## config.mk

```make
export PLATFORM = sky130hd
export DESIGN_NAME = multicycle_ctrl
export DESIGN_NICKNAME = d
export VERILOG_FILES = /design/src/rtl/rv_ctrl_pkg.sv /design/src/rtl/branch_cond.sv /design/src/rtl/multicycle_ctrl.sv
export SDC_FILE = /design/constraint.sdc
export NUM_CORES = 1
export LEC_CHECK = 0
export BUFFER_PORTS_ARGS = -buffer_cell sky130_fd_sc_hd__buf_2
export CAP_MARGIN = 10
export CORE_MARGIN = 1
export CORE_UTILIZATION = 47
export CTS_CLUSTER_DIAMETER = 120
export DETAILED_ROUTE_END_ITERATION = 6
export PLACE_DENSITY_LB_ADDON = 0.1
export SYNTH_ARGS = -nofsm -noshare
export SYNTH_HDL_FRONTEND = slang
export SYNTH_HIERARCHICAL = 1
export SYNTH_SLANG_ARGS = --single-unit
```

## constraint.sdc

```tcl
create_clock -name clk -period 1.7 [get_ports clk]
set_input_delay 0.17 -clock clk [delete_from_list [all_inputs] [get_ports clk]]
set_output_delay 0.17 -clock clk [all_outputs]
set_load 0.01 [all_outputs]
```

## src/rtl/rv_ctrl_pkg.sv

```systemverilog
// Shared definitions for the multi-cycle RV32I control unit:
// opcode and branch funct3 constants, the FSM state encoding, the
// datapath mux-select encodings, and the immediate-format decoder.
package rv_ctrl_pkg;

    localparam logic [6:0] OP_LOAD   = 7'b0000011;
    localparam logic [6:0] OP_STORE  = 7'b0100011;
    localparam logic [6:0] OP_RTYPE  = 7'b0110011;
    localparam logic [6:0] OP_ITYPE  = 7'b0010011;
    localparam logic [6:0] OP_BRANCH = 7'b1100011;
    localparam logic [6:0] OP_JAL    = 7'b1101111;
    localparam logic [6:0] OP_JALR   = 7'b1100111;
    localparam logic [6:0] OP_LUI    = 7'b0110111;
    localparam logic [6:0] OP_AUIPC  = 7'b0010111;

    localparam logic [2:0] F3_BEQ  = 3'b000;
    localparam logic [2:0] F3_BNE  = 3'b001;
    localparam logic [2:0] F3_BLT  = 3'b100;
    localparam logic [2:0] F3_BGE  = 3'b101;
    localparam logic [2:0] F3_BLTU = 3'b110;
    localparam logic [2:0] F3_BGEU = 3'b111;

    typedef enum logic [3:0] {
        S_FETCH    = 4'd0,
        S_DECODE   = 4'd1,
        S_MEM_ADDR = 4'd2,
        S_MEM_RD   = 4'd3,
        S_MEM_WB   = 4'd4,
        S_MEM_WR   = 4'd5,
        S_EXEC_R   = 4'd6,
        S_EXEC_I   = 4'd7,
        S_AUIPC    = 4'd8,
        S_ALU_WB   = 4'd9,
        S_LUI      = 4'd10,
        S_BRANCH   = 4'd11,
        S_JALR     = 4'd12,
        S_JUMP     = 4'd13,
        S_LINK     = 4'd14,
        S_TRAP     = 4'd15
    } state_t;

    localparam logic [1:0] SRCA_PC    = 2'b00;
    localparam logic [1:0] SRCA_OLDPC = 2'b01;
    localparam logic [1:0] SRCA_RS1   = 2'b10;

    localparam logic [1:0] SRCB_RS2  = 2'b00;
    localparam logic [1:0] SRCB_IMM  = 2'b01;
    localparam logic [1:0] SRCB_FOUR = 2'b10;

    localparam logic [1:0] ALUOP_ADD   = 2'b00;
    localparam logic [1:0] ALUOP_SUB   = 2'b01;
    localparam logic [1:0] ALUOP_FUNCT = 2'b10;

    localparam logic [1:0] RES_ALUOUT = 2'b00;
    localparam logic [1:0] RES_MEM    = 2'b01;
    localparam logic [1:0] RES_ALU    = 2'b10;
    localparam logic [1:0] RES_IMM    = 2'b11;

    localparam logic [2:0] IMM_I = 3'b000;
    localparam logic [2:0] IMM_S = 3'b001;
    localparam logic [2:0] IMM_B = 3'b010;
    localparam logic [2:0] IMM_J = 3'b011;
    localparam logic [2:0] IMM_U = 3'b100;

    localparam logic [1:0] CAUSE_NONE    = 2'b00;
    localparam logic [1:0] CAUSE_ILLEGAL = 2'b01;
    localparam logic [1:0] CAUSE_TIMEOUT = 2'b10;

    // Per-cycle control word; gated to zero as a whole during reset.
    typedef struct packed {
        logic       mem_req;
        logic       mem_write;
        logic       adr_src;
        logic       ir_write;
        logic       pc_write;
        logic       reg_write;
        logic [1:0] alu_src_a;
        logic [1:0] alu_src_b;
        logic [1:0] alu_op;
        logic [1:0] result_src;
        logic [2:0] load_ctrl;
        logic [1:0] store_ctrl;
        logic       trap;
        logic       instr_retired;
    } ctrl_t;

    function automatic logic [2:0] imm_src(input logic [6:0] opc);
        logic [2:0] sel;
        sel = IMM_I;
        case (opc)
            OP_STORE:         sel = IMM_S;
            OP_BRANCH:        sel = IMM_B;
            OP_JAL:           sel = IMM_J;
            OP_LUI, OP_AUIPC: sel = IMM_U;
            default:          sel = IMM_I;
        endcase
        return sel;
    endfunction

endpackage

```

## src/rtl/branch_cond.sv

```systemverilog
// Branch condition evaluator (combinational).
// Ports:
//   funct3    in  3  branch type from IR[14:12]
//   alu_flags in  4  {N,Z,C,V} of the compare (rs1 - rs2)
//   taken     out 1  branch is taken
module branch_cond
    import rv_ctrl_pkg::*;
(
    input  logic [2:0] funct3,
    input  logic [3:0] alu_flags,
    output logic       taken
);

    logic flag_n, flag_z, flag_c, flag_v;

    always_comb begin
        {flag_n, flag_z, flag_c, flag_v} = alu_flags;
        taken = 1'b0;
        case (funct3)
            F3_BEQ:  taken = flag_z;
            F3_BNE:  taken = ~flag_z;
            F3_BLT:  taken = flag_n ^ flag_v;
            F3_BGE:  taken = ~(flag_n ^ flag_v);
            // Subtract carry is "no borrow": set when rs1 >= rs2 unsigned.
            F3_BLTU: taken = ~flag_c;
            F3_BGEU: taken = flag_c;
            default: taken = 1'b0;
        endcase
    end

endmodule

```

## src/rtl/multicycle_ctrl.sv

```systemverilog
// Multi-cycle RV32I control unit: Moore FSM sequencing fetch, decode,
// execute, memory and writeback over one shared ALU and memory port,
// with a memory ready handshake, optional memory timeout and a trap state.
// Ports:
//   clk, rst             clock, synchronous active-high reset
//   OPCode/funct3/funct75 instruction fields from the IR
//   ALUFlags             {N,Z,C,V} of the current ALU operation
//   memReady             memory completes the access this cycle
//   trapClear            leave TRAP
//   memReq..storeCtrl    datapath / memory control
//   trap, trapCause      trap indication and latched cause
//   instrRetired         pulse on the last cycle of each instruction
//   state                current state code (debug)
module multicycle_ctrl
    import rv_ctrl_pkg::*;
#(
    parameter int MEM_HS      = 1,
    parameter int MEM_TIMEOUT = 0,
    parameter int CNT_W       = 8
) (
    input  logic       clk,
    input  logic       rst,
    input  logic [6:0] OPCode,
    input  logic [2:0] funct3,
    input  logic       funct75,
    input  logic [3:0] ALUFlags,
    input  logic       memReady,
    input  logic       trapClear,
    output logic       memReq,
    output logic       memWrite,
    output logic       adrSrc,
    output logic       irWrite,
    output logic       pcWrite,
    output logic       regWrite,
    output logic [1:0] aluSrcA,
    output logic [1:0] aluSrcB,
    output logic [1:0] ALUOp,
    output logic [1:0] resultSrc,
    output logic [2:0] immSource,
    output logic [2:0] loadCtrl,
    output logic [1:0] storeCtrl,
    output logic       trap,
    output logic [1:0] trapCause,
    output logic       instrRetired,
    output logic [3:0] state
);

    state_t           state_q, state_d;
    logic [CNT_W-1:0] wait_cnt_q, wait_cnt_d;
    logic [1:0]       trap_cause_q, trap_cause_d;

    logic             ready;
    logic             taken;
    logic [CNT_W-1:0] wait_cnt_inc;
    logic             timeout_hit;
    ctrl_t            ctl;
    ctrl_t            ctl_out;
    // funct75 selects add/sub and srl/sra inside the ALU decoder, not here.
    logic             unused_funct75;

    branch_cond u_branch_cond (
        .funct3    (funct3),
        .alu_flags (ALUFlags),
        .taken     (taken)
    );

    always_ff @(posedge clk) begin
        if (rst) begin
            state_q      <= S_FETCH;
            wait_cnt_q   <= '0;
            trap_cause_q <= CAUSE_NONE;
        end else begin
            state_q      <= state_d;
            wait_cnt_q   <= wait_cnt_d;
            trap_cause_q <= trap_cause_d;
        end
    end

    always_comb begin
        unused_funct75 = funct75;
        ready        = (MEM_HS == 0) ? 1'b1 : memReady;
        wait_cnt_inc = wait_cnt_q + 1'b1;
        timeout_hit  = (MEM_TIMEOUT != 0) && (wait_cnt_inc == CNT_W'(MEM_TIMEOUT));

        state_d      = state_q;
        trap_cause_d = trap_cause_q;
        // Counter is zero unless we stay in a wait state, so any entry
        // into FETCH/MEM_RD/MEM_WR starts from a cleared count.
        wait_cnt_d   = '0;
        ctl          = '0;

        case (state_q)
            S_FETCH: begin
                ctl.mem_req = 1'b1;
                ctl.adr_src = 1'b0;
                if (ready) begin
                    ctl.ir_write   = 1'b1;
                    ctl.pc_write   = 1'b1;
                    ctl.alu_src_a  = SRCA_PC;
                    ctl.alu_src_b  = SRCB_FOUR;
                    ctl.result_src = RES_ALU;
                    state_d        = S_DECODE;
                end else if (timeout_hit) begin
                    state_d      = S_TRAP;
                    trap_cause_d = CAUSE_TIMEOUT;
                end else begin
                    wait_cnt_d = wait_cnt_inc;
                end
            end
            S_DECODE: begin
                ctl.alu_src_a = SRCA_OLDPC;
                ctl.alu_src_b = SRCB_IMM;
                ctl.alu_op    = ALUOP_ADD;
                case (OPCode)
                    OP_LOAD, OP_STORE: state_d = S_MEM_ADDR;
                    OP_RTYPE:          state_d = S_EXEC_R;
                    OP_ITYPE:          state_d = S_EXEC_I;
                    OP_BRANCH:         state_d = S_BRANCH;
                    OP_JAL:            state_d = S_JUMP;
                    OP_JALR:           state_d = S_JALR;
                    OP_LUI:            state_d = S_LUI;
                    OP_AUIPC:          state_d = S_AUIPC;
                    default: begin
                        state_d      = S_TRAP;
                        trap_cause_d = CAUSE_ILLEGAL;
                    end
                endcase
            end
            S_MEM_ADDR: begin
                ctl.alu_src_a = SRCA_RS1;
                ctl.alu_src_b = SRCB_IMM;
                ctl.alu_op    = ALUOP_ADD;
                state_d = (OPCode == OP_STORE) ? S_MEM_WR : S_MEM_RD;
            end
            S_MEM_RD: begin
                ctl.mem_req   = 1'b1;
                ctl.adr_src   = 1'b1;
                ctl.load_ctrl = funct3;
                if (ready) begin
                    state_d = S_MEM_WB;
                end else if (timeout_hit) begin
                    state_d      = S_TRAP;
                    trap_cause_d = CAUSE_TIMEOUT;
                end else begin
                    wait_cnt_d = wait_cnt_inc;
                end
            end
            S_MEM_WB: begin
                ctl.result_src    = RES_MEM;
                ctl.reg_write     = 1'b1;
                ctl.load_ctrl     = funct3;
                ctl.instr_retired = 1'b1;
                state_d           = S_FETCH;
            end
            S_MEM_WR: begin
                ctl.mem_req    = 1'b1;
                ctl.mem_write  = 1'b1;
                ctl.adr_src    = 1'b1;
                ctl.store_ctrl = funct3[1:0];
                if (ready) begin
                    ctl.instr_retired = 1'b1;
                    state_d           = S_FETCH;
                end else if (timeout_hit) begin
                    state_d      = S_TRAP;
                    trap_cause_d = CAUSE_TIMEOUT;
                end else begin
                    wait_cnt_d = wait_cnt_inc;
                end
            end
            S_EXEC_R: begin
                ctl.alu_src_a = SRCA_RS1;
                ctl.alu_src_b = SRCB_RS2;
                ctl.alu_op    = ALUOP_FUNCT;
                state_d       = S_ALU_WB;
            end
            S_EXEC_I: begin
                ctl.alu_src_a = SRCA_RS1;
                ctl.alu_src_b = SRCB_IMM;
                ctl.alu_op    = ALUOP_FUNCT;
                state_d       = S_ALU_WB;
            end
            S_AUIPC: begin
                ctl.alu_src_a = SRCA_OLDPC;
                ctl.alu_src_b = SRCB_IMM;
                state_d       = S_ALU_WB;
            end
            S_ALU_WB: begin
                ctl.result_src    = RES_ALUOUT;
                ctl.reg_write     = 1'b1;
                ctl.instr_retired = 1'b1;
                state_d           = S_FETCH;
            end
            S_LUI: begin
                ctl.result_src    = RES_IMM;
                ctl.reg_write     = 1'b1;
                ctl.instr_retired = 1'b1;
                state_d           = S_FETCH;
            end
            S_BRANCH: begin
                ctl.alu_src_a     = SRCA_RS1;
                ctl.alu_src_b     = SRCB_RS2;
                ctl.alu_op        = ALUOP_SUB;
                ctl.result_src    = RES_ALUOUT;
                ctl.pc_write      = taken;
                ctl.instr_retired = 1'b1;
                state_d           = S_FETCH;
            end
            S_JALR: begin
                ctl.alu_src_a = SRCA_RS1;
                ctl.alu_src_b = SRCB_IMM;
                ctl.alu_op    = ALUOP_ADD;
                state_d       = S_JUMP;
            end
            S_JUMP: begin
                ctl.pc_write   = 1'b1;
                ctl.result_src = RES_ALUOUT;
                state_d        = S_LINK;
            end
            S_LINK: begin
                ctl.alu_src_a     = SRCA_OLDPC;
                ctl.alu_src_b     = SRCB_FOUR;
                ctl.result_src    = RES_ALU;
                ctl.reg_write     = 1'b1;
                ctl.instr_retired = 1'b1;
                state_d           = S_FETCH;
            end
            S_TRAP: begin
                ctl.trap = 1'b1;
                if (trapClear) begin
                    trap_cause_d = CAUSE_NONE;
                    state_d      = S_FETCH;
                end
            end
            default: state_d = S_FETCH;
        endcase

        ctl_out = rst ? '0 : ctl;
    end

    // Reset forces every output low in the same cycle, so an access in
    // flight loses memReq/memWrite immediately.
    always_comb begin
        memReq       = ctl_out.mem_req;
        memWrite     = ctl_out.mem_write;
        adrSrc       = ctl_out.adr_src;
        irWrite      = ctl_out.ir_write;
        pcWrite      = ctl_out.pc_write;
        regWrite     = ctl_out.reg_write;
        aluSrcA      = ctl_out.alu_src_a;
        aluSrcB      = ctl_out.alu_src_b;
        ALUOp        = ctl_out.alu_op;
        resultSrc    = ctl_out.result_src;
        loadCtrl     = ctl_out.load_ctrl;
        storeCtrl    = ctl_out.store_ctrl;
        trap         = ctl_out.trap;
        instrRetired = ctl_out.instr_retired;
        immSource    = rst ? '0 : imm_src(OPCode);
        trapCause    = rst ? '0 : trap_cause_q;
        state        = rst ? '0 : state_q;
    end

endmodule

```

Yosys cells after proc, flatten, opt, wreduce, memory -nomap -nowiden. Index checks and enable logic that the tools add are counted.

Output and inout port bits: 30. Input port bits: 19. Word-level logic and storage cells: 91. Register bits after elaboration: 6.

Reductions and logical operators: 18. Equal/unequal tests: 34. Bitwise logic cells: 4. Muxes and demuxes: 33.

Operator list (number): $pmux 4 s10 (1); $eq 4x4->1 const B (8); $pmux 4 s8 (1); $eq 7x6->1 const B (3); $eq 7x7->1 const B (3); $mux 21 (1); $mux 4 (5); $pmux 4 s5 (1); $eq 4x3->1 const B (4); $eq 7x5->1 const B (2); $mux 2 (7); $reduce_or 2->1 (7); $eq 3x3->1 const B (4); $pmux 3 s4 (1); $ne 2x2->1 const B (5); $mux 3 (3); $reduce_or 3->1 (3); $reduce_or 9->1 (1); $eq 4x2->1 const B (2); $pmux 2 s2 (2); $pmux 2 s4 (1); $eq 7x2->1 const B (1); $mux 1 (7); $pmux 1 s6 (1); 13 further kinds (15).

Depth between registers and ports, before layout. Gate-level depths: netlist of run 1.

Depth after elaboration: 5. Gate-level depth with buffers: 5.

By module. Netlist of run 1, hierarchy kept.

By module, submodules not included: multicycle_ctrl (cells each 150, instances 1, area an instance 978.4 sq um, seq. area each 100.1 sq um); branch_cond (cells each 10, instances 1, area an instance 67.6 sq um, seq. area each 0.0 sq um).

Least setup slack after synthesis of run 1. OpenSTA, ideal clock, no wires.

Path type: reg-to-output. From: reg state_q[1]. To: out storeCtrl[0]. Cell stages (with the launch flop): 5. Path buffers: 1. Data arrival time: 1265 ps. Slack: 265 ps. Cells stage by stage: dfxtp_1 > buf_2 > nand2b_1 > nor3_1 > and2_1.

Longest elaborated chain between the ends: 3.

RTL lines: from (decl) (line multicycle_ctrl.sv:48) `state_t state_q, state_d;`; from (signal assigned) (line multicycle_ctrl.sv:73) `state_q <= state_d;`; $eq 4x3->1; $mux 2 (line multicycle_ctrl.sv:92) `case (state_q)`; $mux 21 (line multicycle_ctrl.sv:237) `ctl_out = rst ? '0 : ctl;`; to (decl) (line multicycle_ctrl.sv:41) `output logic [1:0] storeCtrl,`.

Every way passes these cells.

Worst setup path after layout of run 1.
From: reg state_q[1]. To: out irWrite.

Longest elaborated chain between the ends: 3.

RTL lines: $logic_not 4->1; $mux 1 (line multicycle_ctrl.sv:92); $mux 21 (line multicycle_ctrl.sv:237); to (decl) (line multicycle_ctrl.sv:32) `output logic irWrite,`.

Every way passes these cells.

==> results of run 1 <==
==> cells in the mapped netlist (all sizes together) (3+ instances only) <==
| cell type | n | area share (%) |
|---|---|---|
| inv | 5 | 1.8 |
| nor2b | 9 | 5.4 |
| nor2 | 16 | 6.0 |
| nand2 | 15 | 5.4 |
| xnor2 | 3 | 2.5 |
| nor3 | 6 | 2.9 |
| a21oi | 8 | 3.8 |
| nand3 | 4 | 1.9 |
| nor4b | 3 | 2.5 |
| mux2i | 3 | 2.9 |
| clkbuf | 5 | 1.8 |
| buf | 10 | 5.0 |
| a211oi | 4 | 2.9 |
| dfxtp | 5 | 9.6 |
| nand2b | 6 | 3.6 |
| and2 | 6 | 3.6 |
| o21ai | 7 | 3.3 |
==> metrics by stage <==
stage	power [µW]	instance area, µm²
after floorplan	1200	1050
after global placement	1580	1310
after detailed placement	1610	1310
after CTS	1850	1390
after global routing	2220	1470
final	2040	1470
==> how the worst max path moves through the flow <==
stage | end | cells past startpoint
2_1_floorplan | storeCtrl[0] | 4
3_3_place_gp | state_q[0] | 5
3_5_place_dp | state_q[2] | 5
4_1_cts | aluSrcB[0] | 6
5_1_grt | loadCtrl[2] | 6
6_report | irWrite | 3
==> state kept, by name (all words and copies together), names as in the netlist <==
signal / flops
state_q: 4
trap_cause_q: 1
==> cell families (layout without fill, tap and decap cells) <==
family / Yosys count / count (layout)
and+or+nand+nor: 85 / 85
buffers and inverters: 21 / 70
AOI/OAI and AO/OA: 40 / 40
muxes: 3 / 3
xor gates and xnor gates: 5 / 5
DFF: 5 / 5
other: 1 / 1
==> final cells by class <==
cell class,instances,area [µm²]
sequential,5,115
inverter,6,22.5
clock buffer,4,26.3
timing repair buffer,60,352
tap,27,33.8
fill,189,548
multi-input combinational,134,925
==> report_power, final <==
part,total [µW],leakage (µW),switching [µW],internal [µW]
Combinational,1570,0.000610,811,762
Clock,135,0.0000150,46.0,88.6
Sequential,334,0.0000439,138,196
Total,2040,0.000669,995,1050
==> routing by layer <==
layer	track usage, %	routed length (µm)
met5	0	0
met3	2.80	210
met2	50.0	1690
met1	37.3	1480
met4	8.82	14
==> worst max-delay path, delay by kind of cell (launching register included) <==
family                 cells  cell delay, ps
buffers and inverters      1             150
and+or+nand+nor            2             730
DFF                        1             390
==> repair_timing <==
action / CTS / global route
pin swaps: 0 / 5
gates resized for setup: 16 / 12
hold buffers: 0 / 0
endpoints found under the setup margin: 17 / 12
setup buffers: 0 / 4
==> reports/summary.md, run 1 <==
In this run the worst path has a maximum fanout of 9. The type of origin of the critical path was a flop. The run finished with clean final reports.

The logs give 228 for the placed instance count and 120 ps for the flop-to-flop setup slack. After layout, the worst path uses 98.9% of the clock period. Synthesis instantiated 54 different standard cells from the library.

The die covers 0.00242 mm². Across the routed clock network, the largest skew measured is 0.459 ps. The number of cells on the worst hold path is 4, and the number of top-level pins is 49. Counting along the longest clock path gives a buffer depth of 2. The run gives 4 as the total iterations of the first detailed-routing run. The signal on the critical path passes through or4_4, nor3b_2, buf_2. Hold timing on the final database bottoms out at a slack of 267 ps.

Setup violations remaining at the end of the flow were counted as 0. Of the cells placed in the final design, the portion with a size suffix greater than 1 is 40.2%. The synthesized netlist devotes 28.1% of its cell area to compound gates. The tools report the placed wire-length estimate after detailed placement as 2380 µm.

The portion of synthesized area spent on multiplexers is 2.87%. Minimum setup slack in the final design: 18.6 ps. The via count of the first global-routing pass was 1239; the per-instance average area after synthesis was 6.54 µm².

The clock net in this run drives a total of 5 sinks. Data on the critical path is required at its endpoint by 1530 ps. The synthesized netlist occupies a cell area of 0.00105 mm². By startpoint and endpoint, the worst setup path is classified as flop to primary output.

In this run the tool buffered the top-level ports with 46 buffer cells. The run gives 5600 µm as the global-route wire length before repair. For the final cell count without fillers, the log shows 236. For this run, the total global-route usage over all layers was measured as 28.9%.

The number of nets in the synthesized netlist is 179. The worst-case IR drop observed on VDD is 0.00131 V. By area, the combinational part of the netlist is dominated by simple AND/OR/NAND/NOR gates. Setup repair after global routing could not meet its margin everywhere. TritonCTS built the clock tree. The number of rows created at floorplan was 16. The post-route DRC violation count was 0; the effective utilization at floorplan was 51.7%.

The synthesized flop and latch total was 5. Counting cells, the worst reg-to-reg path comes to 4. The die is 49.2 µm wide. Measured on the finished design, the core utilization comes to 72.9%.

Timing would allow up to 595 MHz. The tools report the number of antenna cells inserted as 0. The clock tree root buffer cell was clkbuf_4. In this design, the stage delay of the slowest critical-path cell is 560 ps. Critical path endpoint category: a primary output.

The post-route antenna net violation count is 0. Clock-pin slew was measured on the worst setup and hold paths at 40 ps. The clock latency of the later-clocked register in the worst-skew pair came out at 240 ps. The startpoint identified for the worst register-to-register timing path is state_q[1]. The cell with the largest stage delay on the worst path was or4_4. The routed design could run at a clock period as short as 1680 ps.

The number of pins exceeding their max-slew limit in the final report was 0. The flip-flop cell with the highest count after synthesis is dfxtp_1. Entering global routing, the biggest net connects 18 pins. Before CTS, the worst setup slack after placement is 16.1 ps. After floorplanning, the core was sized to cover 0.00202 mm².

The routed wire length was 3390 µm. After detailed routing, the average wire length per cell comes to 14.4 µm. The top cell types in the final layout, fill and taps aside, are buf_2 (46), nor2_1 (15), nand2_1 (15). Compared with the post-synthesis result, the final layout area differs by 40.9%. The clock buffer count from CTS is 3, and the ratio of total power to cell area is 1390 mW/mm². The path with the worst hold slack has its endpoint at trap_cause_q[0].

In the final timing run, aggregate negative setup slack is 0 ps. Max-cap violations in this run came to 0. Summed over all layers, the global routing overflow is 0.

Data arrives at the worst endpoint at 1510 ps. The tools report the number of antenna violations at the first check in global routing as 0. In the routed layout, each cell is associated on average with a via count of 5.89. The synthesized netlist devotes 4.19% of its cell area to XOR and XNOR gates. Counting flops with a built-in enable in the synthesized netlist gives 0. The critical path starts at state_q[1].

The final layout contains 229 nets. The endpoint identified for the worst register-to-register timing path is state_q[1]. The adder-cell share of the synthesized area came out at 0%. Summing the sequential cell areas from Yosys gives 9.57% of the chip area. The worst hold path begins at trapClear.

From bottom edge to top edge, the die measures 49.2 µm. The analysis attributes to cell leakage a power of 0.000669 µW. Worst min-delay path category: input pin to flop. Most common library cell in the layout ignoring fill and taps: buf_2. The number of hold-slack violations in the final timing report is 0, and the warning count from the yosys run is 6. The synthesized netlist devotes 45.9% of its cell area to simple gates. The synthesized instance count was 160; the async set or reset register ratio after synthesis was 0%. The routed layout has 1389 vias.

The detailed router finished its first iteration with 34 violations. The tools report the final estimated routing congestion in global placement as 0.857. The run gives 1 as the number of levels in the clock H-tree.
(Power assumes the default switching activity.)
==> inputs of run 2 (changes only) <==
- ABC_AREA: not set -> 1
- CORE_UTILIZATION: 47 -> 44
- SYNTH_HIERARCHICAL: 1 -> not set
==> run 2 against run 1 <==
Net effect:
- final cell count up 5.9%
- die area is 12% lower
- clock power is 13% higher
- maximum frequency increased by 2.5%
- critical path type unchanged
- highest routed layer unchanged
==> reports/summary.md, run 2 <==
The arrival time at the worst endpoint was 1470 ps; the async set or reset register ratio after synthesis was 0%. Clock buffer count from CTS: 3. The number of flops mapped to enable cells by yosys was 0.

In the synthesized netlist, the number of instances is 178. After detailed routing, the number of vias per cell comes to 4.96. After floorplanning, the core was sized to cover 0.00178 mm². The number of antenna violations at the first check in global routing is 0. After synthesis, the cell types taking the most area are nand2_1 (19%), nor2_1 (17%), inv_1 (15%), dfxtp_1 (12%), a21oi_1 (7.0%). The largest registers in the layout are state_q x4, trap_cause_q x1.

Clock period minus worst slack: 1640 ps. By count the netlist is led by nand2_1 (44), nor2_1 (39), inv_1 (35), a21oi_1 (12), o21ai_0 (11). Warning count from the yosys run: 0. Critical path endpoint category: a primary output. Traced cell by cell, the critical path runs through inv_4, nor2_4, inv_2, nor2_4, nand2_1, nand3b_1, a21oi_1, buf_2. Among all flip-flop cells after synthesis, the most frequent one is dfxtp_1. Critical path's most frequent cell: nor2_4.

The top cell type by area accounts for 19.2% of the synthesized area. Each instance of the synthesized netlist takes up on average 4.84 µm². The logs give 1 for the number of levels in the clock H-tree and 0 for the number of hold-slack violations in the final timing report. In this run the count of I/O pins placed on the die edge is 49. Quantity of I/O buffers inserted on ports: 46. The placed instances occupy a cell area of 0.00110 mm².

The tools report the number of clock sinks as 5. The count of cells in the finished layout, fillers not included, comes to 250. For the post-route antenna net violation count, the log shows 0. The tools report the number of pins exceeding their max-slew limit in the final report as 0. In the final timing run, aggregate negative setup slack is 0 ps. The die extent in x came out at 46.2 µm. The run finished with clean final reports.

The top fanout value on the critical path is 5, and the share of final-layout standard cells stronger than drive strength 1 is 33.3%. Total nets after synthesis: 197. The repair_antennas step left the layout with diodes totalling 0. nand2_1 is the most common cell in the netlist. The worst hold path belongs to the class input pin to flop.

The tool flagged a number of max-cap violations equal to 0. Type of origin of the critical path: a flop. The mapped netlist covers 861 µm². The effective utilization at floorplan was 48.3%; the synthesized flop and latch total was 5. Counting both buffers and inverters, the worst setup path holds a total of 3.

The die outline area was 0.00214 mm². The run gives 1241 as the vias after detailed routing. Compared with the post-synthesis result, the final layout area differs by 37.4%. Worst setup path category: flop to primary output. The register containing the most flip-flops in the final layout was state_q.

Entering global routing, the biggest net connects 23 pins. The register with the most flip-flops in the layout has 4 of them. Leaving out fill and tap cells, the most frequent cell in the layout is buf_2.

For the final hold slack, the log shows 209 ps. The maximum clock path buffer count was 2; the total iterations of the first detailed-routing run was 4. The global-route wire length before repair is 3770 µm. The number of placed instances, taps included, is 245. The number of hold buffers added after CTS was 0. The synthesized netlist contains 22 unique library cells. At the worst endpoint, the required time is 1530 ps.

Cell with the largest stage delay on the worst path: dfxtp_4. For the final estimated routing congestion in global placement, the log shows 0.964. The tools report the clock latency of the later-clocked register in the worst-skew pair as 260 ps. Final number of setup-violating endpoints: 0. Dividing the detail-routed wire length by the instance count gives 10.1 µm. For the post-route DRC violation count, the log shows 0. The fraction of the yosys area taken by sequential cells is 11.6%, and the total track usage is 24.4%.

After clock tree synthesis, the clock-pin slew on the worst setup and hold paths is 50 ps. The critical path's largest stage delay is 380 ps, and the static leakage is 0.000706 µW. For the design area, the log shows 0.00118 mm². TritonCTS built the clock tree. Broken down by cell family, the worst path's largest delay share belongs to simple AND/OR/NAND/NOR gates.

The highest achievable clock rate was 610 MHz. The via count of the first global-routing pass is 948. The total number of nets in the final design is 245, and the total congestion overflow is 0. In the finished design, the share of the clock period the worst path needs comes to 96.5%. After floorplanning, the core was divided into 15 placement rows. Biggest area consumer among synthesized cells: nand2_1.

The placed wire-length estimate after detailed placement was 1940 µm. The violation count after the first detailed-routing iteration is 39. Setup repair after global routing could not meet its margin everywhere. The tools report the clock tree root buffer cell as clkbuf_4. Dividing total power by cell area gives a power density of 1220 mW/mm². On the final layout, the worst clock skew is 12.1 ps. Across the VDD grid, the largest voltage drop is 0.000620 V.

The die height came out at 46.2 µm. In the layout the commonest cells are buf_2 (46), nand2_1 (44), inv_1 (31). The routed design has 2520 µm of wire.
==> run 2: cell count changes in the layout (fill, tap and decap cells not counted), sizes merged, moves of 9 or more <==
cell	previous run	this run
nor2	16	41
nor2b	9	0
nand2	15	48
buf	59	47
inv	5	35
==> run 2: worst register-to-register path, stage by stage, from the launching register on <==
cell and delay, ps:
dfxtp_2 380, nand2_1 160, nor2_2 150, inv_1 70
or2_4 240, nand2_2 110, nor3_1 70, nand2_1 100
nand2_1 50
==> run 2: kinds of logic after synthesis <==
group	synth area share (%)
flops	11.6
buf+inv	18.3
compound gates	17.9
simple gates	50.7
xor+xnor	1.02
other cells	0.436
==> run 2: what timing repair did <==
action,CTS,global route
buffers inserted,0,1
pin swaps,0,4
setup endpoints to repair,9,14
cloned,0,0
gates resized for setup,9,15
==> run 2: power breakdown <==
part / internal [µW] / leakage, µW / switching, µW / total [µW]
logic: 368 / 0.000647 / 624 / 992
clock network: 89.6 / 0.0000150 / 63.7 / 153
registers: 192 / 0.0000436 / 105 / 297
==> run 2: layer usage <==
metal | global-route usage, % | routed length (µm) | vias up
li1 | - | - | 641
met1 | 31.3 | 1070 | 549
met2 | 39.4 | 1270 | 44
met3 | 3.53 | 113 | 7
met4 | 11.8 | 54 | 0
met5 | 0 | 0 | -
==> run 2: layout make-up <==
class                           instances  area, µm²
Tap cell                               25       31.3
Timing Repair Buffer                   47        238
Sequential cell                         5        113
Clock buffer                            4       26.3
Inverter                               35        134
Multi-Input combinational cell        134        641
Fill cell                             167        601
==> run 2: stage by stage <==
stage          setup slack, ps  total power (µW)  util (%)
3_5_place_dp               166              1140      61.5
2_1_floorplan              343               898         -
5_1_grt                  -44.3              1580      66.3
6_report                  60.0              1440      66.3
4_1_cts                  -8.16              1330      64.0
3_3_place_gp               209              1110      61.5
==> run 2: worst paths after layout <==
check                                  endpoint  cells after the start       startpoint  slack (ps)
worst max-delay path                    pcWrite                      8       state_q[3]          60
worst max register to register       state_q[2]                      8       state_q[2]         270
worst min-delay path            trap_cause_q[0]                      4        trapClear         210
worst min register to register  trap_cause_q[0]                      2  trap_cause_q[0]         460
==> inputs of run 3 (changes only) <==
- SETUP_SLACK_MARGIN: not set -> 0.2
==> run 3 against run 2 <==
Net effect:
- clock-buffer cell count did not move
- global-route usage is 2.1 points higher
- largest power group unchanged
- largest cell class unchanged
- via count rose by 5.6%
- sequential share of layout area decreased by 1.1 points
==> reports/summary.md, run 3 (synthesized netlist as in run 2, its figures left out) <==
For this run, the total global-route usage over all layers was measured as 26.5%. The number of hold-slack violations in the final timing report came out at 0. Total number of nets in the final design: 257.

The tools report the number of violations of the max-capacitance limit as 0. Maximum number of pins on one net before global-route repair: 23. The tools report the final estimated routing congestion in global placement as 0.964. The tools report the critical path startpoint as state_q[3]. After the first detailed-routing iteration, the DRC count stood at 63. The worst hold path belongs to the class input pin to flop. The worst reg2reg path endpoint was state_q[2]. The tools report the type of origin of the critical path as a flop. In the final routed layout, each cell accounts on average for 11.4 µm. In this run the horizontal extent of the chip is 46.2 µm. For this block, the via count after detailed routing is 1310.

The root buffer cell chosen for the clock tree is clkbuf_4. The library cell used most frequently in the layout, excluding fill and tap cells, is buf_2. The placed wire-length estimate after detailed placement came out at 1940 µm. Once the floorplan was initialized, standard cells occupied 48.3% of the core. The number of levels in the clock H-tree is 1.

Combinational power share: 74.7%. Of the cells placed in the final design, the portion with a size suffix greater than 1 is 42.6%. The logs give 0.00214 mm² for the die outline area and 1530 ps for the critical path required time. The worst register-to-register path has a setup slack of 240 ps.

In this run the count of I/O pins placed on the die edge is 49. After clock tree synthesis, the clock-pin slew on the worst setup and hold paths is 50 ps. The worst setup path is captured at a primary output.

Measured in cells, the most critical reg-to-reg path has a length of 9. STA puts the critical path data arrival time at 1470 ps. TritonCTS built the clock tree. The tools report the capture point of the critical path as aluSrcA[1]. The number of antenna violations at the first check in global routing is 0. The largest registers in the layout are state_q x4, trap_cause_q x1. The worst setup skew after layout came out at 7.07 ps. The critical path is of the flop to primary output type. The register with the most flip-flops in the final layout is state_q.

The clock network burns 8.1% of the power. Static timing analysis puts the maximum clock frequency at 609 MHz. The run finished with clean final reports. The clock period minus worst slack came out at 1640 ps. In this run the power density over the cells is 1390 mW/mm².

The sequential cells in the finished layout cover a total of 115 µm². The multi-input combinational cells in the finished layout cover a total of 713 µm². In this run the deepest clock path goes through 2 buffers.

The proportion of total power due to net switching came out at 53.1%. In the layout the commonest cells are buf_2 (46), nand2_1 (39), nor2_1 (29). Internal power comes to 886 µW. Area of the core: 0.00178 mm². Sequential cells account for 17.3% of the total power. Clock latency on the worst-skew pair, taken at its later pin, is 260 ps. The worst-case IR drop observed on VDD is 0.000842 V.

Summed over all cells, the static leakage comes to 0.000803 µW. Summing all placed instances gives a cell area of 0.00110 mm². In the routed layout, each cell is associated on average with a via count of 5.00. After detailed placement, the design holds a cell count of 245. Row generation in the floorplan step produced 15 rows. Before antenna repair, the detailed router went through 4 iterations. Setup violations remaining at the end of the flow were counted as 0.

Filler cell count in the final layout: 138. The tools report the global-route wire length before repair as 4100 µm. The tools report the critical register-to-register path startpoint as state_q[3]. The flip-flop count of the largest register after layout was 4. The logs give 3 for the clock buffer count from CTS and 1000 µW for the switching power summed over all nets.

Of the available clock period, the critical path in the final layout requires 96.7%. After routing the design area is 0.00136 mm². The synthesis-to-finish area growth works out to 58.3%. The total overflow left after global routing is 0. For this block, the routed nets add up to 2990 µm of wire. Setup repair after global routing could not meet its margin everywhere. The detail route stage leaves a number of antenna-violating nets equal to 0. The number of pins exceeding their max-slew limit in the final report was 0.

The quantity of I/O buffers inserted on ports works out to 46. The top fanout value on the critical path was 4; the via count of the first global-routing pass was 972. The die height was 46.2 µm; the post-route DRC violation count was 0. After clock tree synthesis, the flow added hold-fix buffers numbering 0.

The number of clock sinks was 5. The final cell count without fillers is 262. The number of antenna diodes in the final layout is 0.
run 3: cell count changes in the layout (fill, tap and decap cells not counted), moves of 3 or more:
cell	previous run	this run
buf_4	1	11
nor2_4	4	10
inv_1	31	26
nand2_1	44	39
nor2_2	7	2
inv_4	1	4
nand2_4	0	3
run 3: how the worst min path moves through the flow:
| stage | to | slack (ps) | cells past startpoint | startpoint |
|---|---|---|---|---|
| 2_1_floorplan | trap_cause_q[0] | 330 | 3 | trapClear |
| 3_3_place_gp | trap_cause_q[0] | 450 | 2 | trap_cause_q[0] |
| 3_5_place_dp | trap_cause_q[0] | 460 | 2 | trap_cause_q[0] |
| 4_1_cts | trap_cause_q[0] | 220 | 4 | trapClear |
| 5_1_grt | trap_cause_q[0] | 230 | 4 | trapClear |
| 6_report | trap_cause_q[0] | 220 | 4 | trapClear |
run 3: metal layers:
| metal | up-vias | global-route usage, % | part of all wire [%] |
|---|---|---|---|
| met2 | 59 | 45.4 | 51 |
| met5 | - | 0 | 0 |
| met4 | 0 | 10.0 | 1.6 |
| li1 | 670 | - | - |
| met1 | 575 | 33.1 | 42 |
| met3 | 6 | 3.53 | 5.5 |
run 3: timing repair:
action / 4_1_cts / 5_1_grt
setup buffers: 8 / 5
pin swaps: 8 / 11
endpoints found under the setup margin: 19 / 20
gates resized for setup: 31 / 24
run 3: area by class of cell:
cell class,count,area share (%)
multi-input combinational,134,52.3
timing repair buffer,59,24.6
inverter,35,10.4
sequential,5,8.45
tap,25,2.30
clock buffer,4,1.93
run 3: power groups by stage:
stage                     Sequential (µW)  Combinational [µW]  Clock [µW]
after floorplan                       208                 691           0
after global placement                237                 878           0
after detailed placement              243                 897           0
after CTS                             290                1150         151
after global routing                  331                1540         159
final                                 326                1410         153
run 3: stage by stage:
step	power (µW)	hold slack (ps)	setup TNS (ps)	worst slack, ps	utilization [%]
global placement	1110	447	0	209	61.5
finish	1890	216	0	56.8	76.4
detailed placement	1140	462	0	166	61.5
CTS	1590	216	0	93.9	70.3
global route	2020	228	-2.41	-2.41	76.4
floorplan	898	327	0	343	-
run 3: worst max-delay path, stage by stage, from the launching register on:
cell and delay, ps:
dfxtp_4 370, buf_6 120, nor2_4 150, buf_4 130, nand2_1 80, a31oi_1 200
buf_2 160
